==> src/rtl/stopwatch_pkg.sv <==
// Shared types, moduli and helpers for the stopwatch: FSM state encoding,
// the display time bundle and the mod-N step function used by every counter.
package stopwatch_pkg;

  typedef enum logic [1:0] {
    IDLE    = 2'd0,
    RUN     = 2'd1,
    PAUSE   = 2'd2,
    RUN_LAP = 2'd3
  } state_t;

  localparam int CS_MOD  = 100;
  localparam int SEC_MOD = 60;
  localparam int CS_W    = 7;
  localparam int SEC_W   = 6;
  localparam int MIN_W   = 6;
  localparam int STEP_W  = 8;

  typedef struct packed {
    logic [MIN_W-1:0] min;
    logic [SEC_W-1:0] sec;
    logic [CS_W-1:0]  cs;
  } time_t;

  // Prescaler and counters advance only while the watch is running.
  function automatic logic is_counting(input state_t s);
    return (s == RUN) || (s == RUN_LAP);
  endfunction

  // Next value of a mod-N counter; the caller supplies "last" (val == N-1).
  function automatic logic [STEP_W-1:0] modn_step(input logic [STEP_W-1:0] val,
                                                  input logic              en,
                                                  input logic              last,
                                                  input logic              clr);
    logic [STEP_W-1:0] nxt;
    if (clr) begin
      nxt = {STEP_W{1'b0}};
    end else if (en && last) begin
      nxt = {STEP_W{1'b0}};
    end else if (en) begin
      nxt = val + 8'd1;
    end else begin
      nxt = val;
    end
    return nxt;
  endfunction

endpackage

==> src/rtl/modn_counter.sv <==
// Mod-N counter stage: advances on i_enable, clears synchronously on i_clear,
// and flags its terminal count combinationally so stages can cascade in one cycle.
module modn_counter
  import stopwatch_pkg::*;
#(
  parameter int N = 10
) (
  input  logic                 clk,
  input  logic                 areset_n,
  input  logic                 i_clear,
  input  logic                 i_enable,
  output logic [$clog2(N)-1:0] o_val,
  output logic                 o_last
);

  localparam int W = $clog2(N);

  logic [W-1:0] val_q;
  logic [W-1:0] val_d;

  assign o_last = (val_q == W'(N - 1));
  assign o_val  = val_q;

  always_comb begin
    val_d = W'(modn_step(STEP_W'(val_q), i_enable, o_last, i_clear));
  end

  always_ff @(posedge clk or negedge areset_n) begin
    if (!areset_n) begin
      val_q <= '0;
    end else begin
      val_q <= val_d;
    end
  end

endmodule

==> src/rtl/stopwatch_ctrl.sv <==
// Stopwatch top: run/pause/lap/clear FSM, prescaler, cs/sec/min cascade and a
// registered display that shows either the live time or the frozen lap time.
module stopwatch_ctrl
  import stopwatch_pkg::*;
#(
  parameter int CLK_HZ  = 50_000_000,
  parameter int TICK_HZ = 100,
  parameter int MIN_MOD = 60
) (
  input  logic             clk,
  input  logic             areset_n,
  input  logic             i_start_stop,
  input  logic             i_lap,
  input  logic             i_clear,
  output logic [CS_W-1:0]  o_cs,
  output logic [SEC_W-1:0] o_sec,
  output logic [MIN_W-1:0] o_min,
  output logic             o_running,
  output logic             o_lapped,
  output logic             o_overflow
);

  localparam int PRESCALE = CLK_HZ / TICK_HZ;
  localparam int PW       = $clog2(PRESCALE);
  localparam int MW       = $clog2(MIN_MOD);
  localparam logic [PW-1:0] PRESC_LAST = PW'(PRESCALE - 1);

  state_t state_q, state_d;

  logic [PW-1:0]    presc_q, presc_d;
  logic             counting_s, tick_s, start_s, clr_s;
  logic             en_cs_s, en_sec_s, en_min_s, wrap_s;
  logic [CS_W-1:0]  cs_val_s;
  logic [SEC_W-1:0] sec_val_s;
  logic [MW-1:0]    min_val_s;
  logic             cs_last_s, sec_last_s, min_last_s;

  time_t live_nx_s;
  time_t lap_q, lap_d;
  time_t disp_q, disp_d;
  logic  running_q, running_d;
  logic  lapped_q, lapped_d;
  logic  ovf_q, ovf_d;

  // FSM state register
  always_ff @(posedge clk or negedge areset_n) begin
    if (!areset_n) begin
      state_q <= IDLE;
    end else begin
      state_q <= state_d;
    end
  end

  // FSM next state; start_stop outranks lap while running, clear outranks start_stop in PAUSE
  always_comb begin
    state_d = state_q;
    case (state_q)
      IDLE: begin
        if (i_start_stop) state_d = RUN;
        else              state_d = IDLE;
      end
      RUN: begin
        if (i_start_stop) state_d = PAUSE;
        else if (i_lap)   state_d = RUN_LAP;
        else              state_d = RUN;
      end
      RUN_LAP: begin
        if (i_start_stop) state_d = PAUSE;
        else if (i_lap)   state_d = RUN;
        else              state_d = RUN_LAP;
      end
      PAUSE: begin
        if (i_clear)           state_d = IDLE;
        else if (i_start_stop) state_d = RUN;
        else                   state_d = PAUSE;
      end
      default: state_d = IDLE;
    endcase
  end

  // FSM outputs, computed from the next state so the flags register with it
  always_comb begin
    running_d = is_counting(state_d);
    lapped_d  = (state_d == RUN_LAP);
  end

  // Tick generation and the enable cascade
  always_comb begin
    counting_s = is_counting(state_q);
    tick_s     = counting_s && (presc_q == PRESC_LAST);
    start_s    = (state_q == IDLE) && i_start_stop;
    clr_s      = (state_q == PAUSE) && i_clear;
    en_cs_s    = tick_s;
    en_sec_s   = tick_s && cs_last_s;
    en_min_s   = en_sec_s && sec_last_s;
    wrap_s     = en_min_s && min_last_s;
  end

  // Prescaler keeps its partial count across PAUSE; only start-from-idle and clear zero it
  always_comb begin
    if (start_s || clr_s) begin
      presc_d = '0;
    end else if (tick_s) begin
      presc_d = '0;
    end else if (counting_s) begin
      presc_d = presc_q + PW'(1);
    end else begin
      presc_d = presc_q;
    end
  end

  modn_counter #(.N(CS_MOD)) u_cs (
    .clk      (clk),
    .areset_n (areset_n),
    .i_clear  (clr_s),
    .i_enable (en_cs_s),
    .o_val    (cs_val_s),
    .o_last   (cs_last_s)
  );

  modn_counter #(.N(SEC_MOD)) u_sec (
    .clk      (clk),
    .areset_n (areset_n),
    .i_clear  (clr_s),
    .i_enable (en_sec_s),
    .o_val    (sec_val_s),
    .o_last   (sec_last_s)
  );

  modn_counter #(.N(MIN_MOD)) u_min (
    .clk      (clk),
    .areset_n (areset_n),
    .i_clear  (clr_s),
    .i_enable (en_min_s),
    .o_val    (min_val_s),
    .o_last   (min_last_s)
  );

  // Live time after this edge; lap capture and display use it so a coincident tick is included
  always_comb begin
    live_nx_s.cs  = CS_W'(modn_step(STEP_W'(cs_val_s), en_cs_s, cs_last_s, clr_s));
    live_nx_s.sec = SEC_W'(modn_step(STEP_W'(sec_val_s), en_sec_s, sec_last_s, clr_s));
    live_nx_s.min = MIN_W'(modn_step(STEP_W'(min_val_s), en_min_s, min_last_s, clr_s));
  end

  // Lap latch, display mux and sticky overflow
  always_comb begin
    if ((state_q == RUN) && (state_d == RUN_LAP)) begin
      lap_d = live_nx_s;
    end else begin
      lap_d = lap_q;
    end

    if (lapped_d) begin
      disp_d = lap_d;
    end else begin
      disp_d = live_nx_s;
    end

    if (clr_s) begin
      ovf_d = 1'b0;
    end else if (wrap_s) begin
      ovf_d = 1'b1;
    end else begin
      ovf_d = ovf_q;
    end
  end

  // Datapath and output registers
  always_ff @(posedge clk or negedge areset_n) begin
    if (!areset_n) begin
      presc_q   <= '0;
      lap_q     <= '0;
      disp_q    <= '0;
      running_q <= 1'b0;
      lapped_q  <= 1'b0;
      ovf_q     <= 1'b0;
    end else begin
      presc_q   <= presc_d;
      lap_q     <= lap_d;
      disp_q    <= disp_d;
      running_q <= running_d;
      lapped_q  <= lapped_d;
      ovf_q     <= ovf_d;
    end
  end

  assign o_cs       = disp_q.cs;
  assign o_sec      = disp_q.sec;
  assign o_min      = disp_q.min;
  assign o_running  = running_q;
  assign o_lapped   = lapped_q;
  assign o_overflow = ovf_q;

endmodule

==> config.mk <==
export PLATFORM = sky130hd
export DESIGN_NAME = stopwatch_ctrl
export DESIGN_NICKNAME = d
export VERILOG_FILES = /design/src/rtl/stopwatch_pkg.sv /design/src/rtl/modn_counter.sv /design/src/rtl/stopwatch_ctrl.sv
export SDC_FILE = /design/constraint.sdc
export NUM_CORES = 1
export LEC_CHECK = 0
export ABC_AREA = 1
export BUFFER_PORTS_ARGS = -buffer_cell sky130_fd_sc_hd__buf_2
export CORE_MARGIN = 3
export CORE_UTILIZATION = 45
export CTS_CLUSTER_DIAMETER = 100
export DETAILED_ROUTE_END_ITERATION = 12
export HOLD_SLACK_MARGIN = 0.15
export PLACE_DENSITY = 0.69
export SLEW_MARGIN = 5
export SYNTH_ARGS = -nofsm -noshare
export SYNTH_HDL_FRONTEND = slang
export SYNTH_HIERARCHICAL = 1
export SYNTH_SLANG_ARGS = --single-unit
==> constraint.sdc <==
create_clock -name clk -period 2.73 [get_ports clk]
set_clock_uncertainty 0.2 [all_clocks]
set_input_delay 0.819 -clock clk [delete_from_list [all_inputs] [get_ports clk]]
set_output_delay 0.819 -clock clk [all_outputs]
set_load 0.005 [all_outputs]
==> results.md <==
* CP endpoint kind: flip-flop
* Post-DP HPWL at between 7000 and 8000 microns
* Post-synthesis register bit count at 80
* Setup crit start: presc_q[0]
* WP data arrival at 2.57 ns
* Diodes inserted at 0
* Core ar. at 9820 sq um
* Share of cells above drive strength 1 at 0.133
* DR DRC count at 0
* Worst R2R Setup Slack at about 0.22 ns
* Synthesized area per cell at 7.54 sq um
* Warnings, synthesis at 6
* Peak supply drop at ~0.25 mV
* Asr flop ratio synth at 1.00
* Post-synth EDFFs at 0
* Clock buffer depth at 2
* Final Wtd Congestion at about 0.9
* CP required at 2.79 ns
* Synth top cells by count: nand2_1, dfrtp_1, inv_1
* Top-Level Pins at 27
* Status: completed
* Die Area at 11,400 sq um
* Tcrit/Tclk final at 0.920
* Post-synth top area cell: dfrtp_1
* Sequential-to-total area share from yosys stat at 0.438
* CP max stage delay at 0.39 ns
* Lkg Pwr at 2.58 nW
* TritonRoute pass-1 iters at 5
* PortBufs at 26
* Vias in the first global route at slightly below 4,000
* 1st-iter DRT viols at 182
* Layout Nets at between 600 and 700
* Synth Instances at 606
* DR vias at 3,991
* ANT nets after route at 0
* Total Routing Usage GR at 0.191
* Max stage delay cell, worst path: dfrtp_1
* Worst r2r dst: u_min/o_val[5]
* Cts-stage hold buffer count at 0
* Die H at 107 microns
* Count of cell types in the netlist at 41
* Wire per inst at 12.9 microns
* Worst Reg-to-Reg Cells at 14
* Final setup fails at 0
* Post-route cell area at 5110 sq um
* Cts bufs inserted at 9
* Syn Nets at 618
* Top cell type's share of synthesized area at 0.438
* Synth Cell Area at 4570 sq um
* Critical path fanouts, max at 7
* Root buffer cell: clkbuf_8
* Clock slew at reported path FFs at 0.08 ns
* Worst Hold Class: in2async
* CP startpoint kind: flip-flop
* Post-CTS Setup Inserts at 0
* Global-route wire length before repair at ~18,000 microns
* Total grt overflow at 0
* Final cell count without fillers at 782
* Starting Density at 0.465
* Cell Pwr Density at 596 nW/um^2
* Final wirelength at 10,100 microns
* CTS tree: done
* Top-count cell post-synth: nand2_1
* CTS H-tree lvls at 3
* Initial antenna violation count at 0
* Synth top area cells: dfrtp_1, nand2_1, nand3_1
* Crit Path Category: reg2reg
* FMAX at between 0.3 and 0.4 GHz
* Vias per inst at 5.10
* Area Growth Syn to Fin at 12.0%
* Setup_tns at 0 ns
* Least-Margin Pin Slew at 0.416 ns
* Cell Count Post-Placement at 766
* Rows at 36
* Critical path cell sequence: ha_1 -> nand2_1 -> inv_1 -> nand3_1 -> nor2_1 -> nand3_1 -> inv_1 -> nand2_1 -> nor2_2 -> nor2_1 -> nor2_1 -> nand3_1 -> nand3_1 -> nor2_1
* Post-layout min period at 2.51 ns
* Worst r2r src: presc_q[0]
* Clk sink count at 80
* RSZ-0062 raised after global routing: no
* Later-pin clock latency in the skew report at ~0.36 ns
* Slew Viols, Final at 0
* Dpl cell area at 4900 sq um
* Largest net degree at the start of global routing at 39
* Max cap viols at 0
* Main flop type after synthesis: dfrtp_1
* DIE WIDTH at approximately 110 microns
* Max-Slew Margin vs Limit at 0.721
* Final hold vios at 0
==> placed cells by master (no fill, tap or decap), drive strengths merged, types with 2 or more instances in the layout <==
cell type / n
a211oi: 4
a21boi: 7
a21oi: 16
a22o: 2
a31oi: 3
and2: 2
buf: 38
clkbuf: 10
clkinv: 4
dfrtp: 80
ha: 7
inv: 81
nand2: 168
nand3: 73
nand4: 19
nor2: 67
nor3: 9
o21ai: 19
o21bai: 2
or2: 12
xnor2: 5
xor2: 12
==> kinds of logic after synthesis <==
logic type | after synthesis | synth area share
simple gates | 353 | 0.352
buf+inv | 92 | 0.0805
flops | 80 | 0.438
compound gates | 57 | 0.0745
xor+xnor | 17 | 0.0359
fa+ha+maj | 7 | 0.0192
==> final cells by class <==
class                   instances  area (sq um)
clock inverters                 6          68.8
multi-input cells             434          2200
repair buffers                 38           235
clock buffers                  10           138
well taps                     133           166
fillers                       942          4710
inverters                      81           304
flip-flops and latches         80          2000
==> critical path, delay by kind of cell, from the launching register on <==
| family | cells | cell delay [ns] |
|---|---|---|
| buffers and inverters | 2 | 0.32 |
| DFF | 1 | 0.39 |
| and+or+nand+nor | 11 | 1.33 |
| adders and majority gates | 1 | 0.18 |
==> metrics by stage <==
stage	setup slack, ns	total power, mW	utilization	hold WS (ns)
6_report	0.219	3.05	0.521	0.159
5_1_grt	0.0256	3.23	0.521	0.169
4_1_cts	0.187	3.07	0.521	0.157
3_5_place_dp	0.210	2.16	0.499	0.261
3_3_place_gp	0.319	2.13	0.499	0.258
2_1_floorplan	0.526	1.90	-	0.244
==> per-layer routing <==
| metal | vias up | wire [microns] | GRT usage |
|---|---|---|---|
| met3 | 20 | 463 | 0.0397 |
| li1 | 2022 | - | - |
| met2 | 93 | 4590 | 0.303 |
| met5 | - | 0 | 0 |
| met4 | 0 | 208 | 0.0858 |
| met1 | 1856 | 4810 | 0.252 |
==> report_power, final <==
group / internal [mW] / switching (mW)
Combinational: 0.264 / 0.470
Sequential: 1.33 / 0.0697
Clock: 0.451 / 0.460
==> sequential cells by signal (all words and copies together) (netlist names), 6 cells and up <==
register / flops
u_min/o_val: 6
u_cs/o_val: 7
presc_q: 19
o_sec: 6
o_cs: 7
lap_q: 19
o_min: 6
u_sec/o_val: 6
==> worst max-delay path by stage <==
stage                endpoint  slack [ns]  cells after the start
3_3_place_gp   u_min/o_val[3]        0.32                     13
3_5_place_dp   u_min/o_val[3]        0.21                     13
4_1_cts        u_min/o_val[3]        0.19                     13
6_report       u_min/o_val[5]        0.22                     14
2_1_floorplan  u_min/o_val[3]        0.53                     13
5_1_grt        u_min/o_val[3]        0.03                     13
==> timing repair <==
action / in CTS / in global routing
endpoints found under the setup margin: 0 / 5
gates resized for setup: 0 / 1
hold endpoints to repair: 0 / 0
No activity file was read; power rests on OpenSTA's default activity.
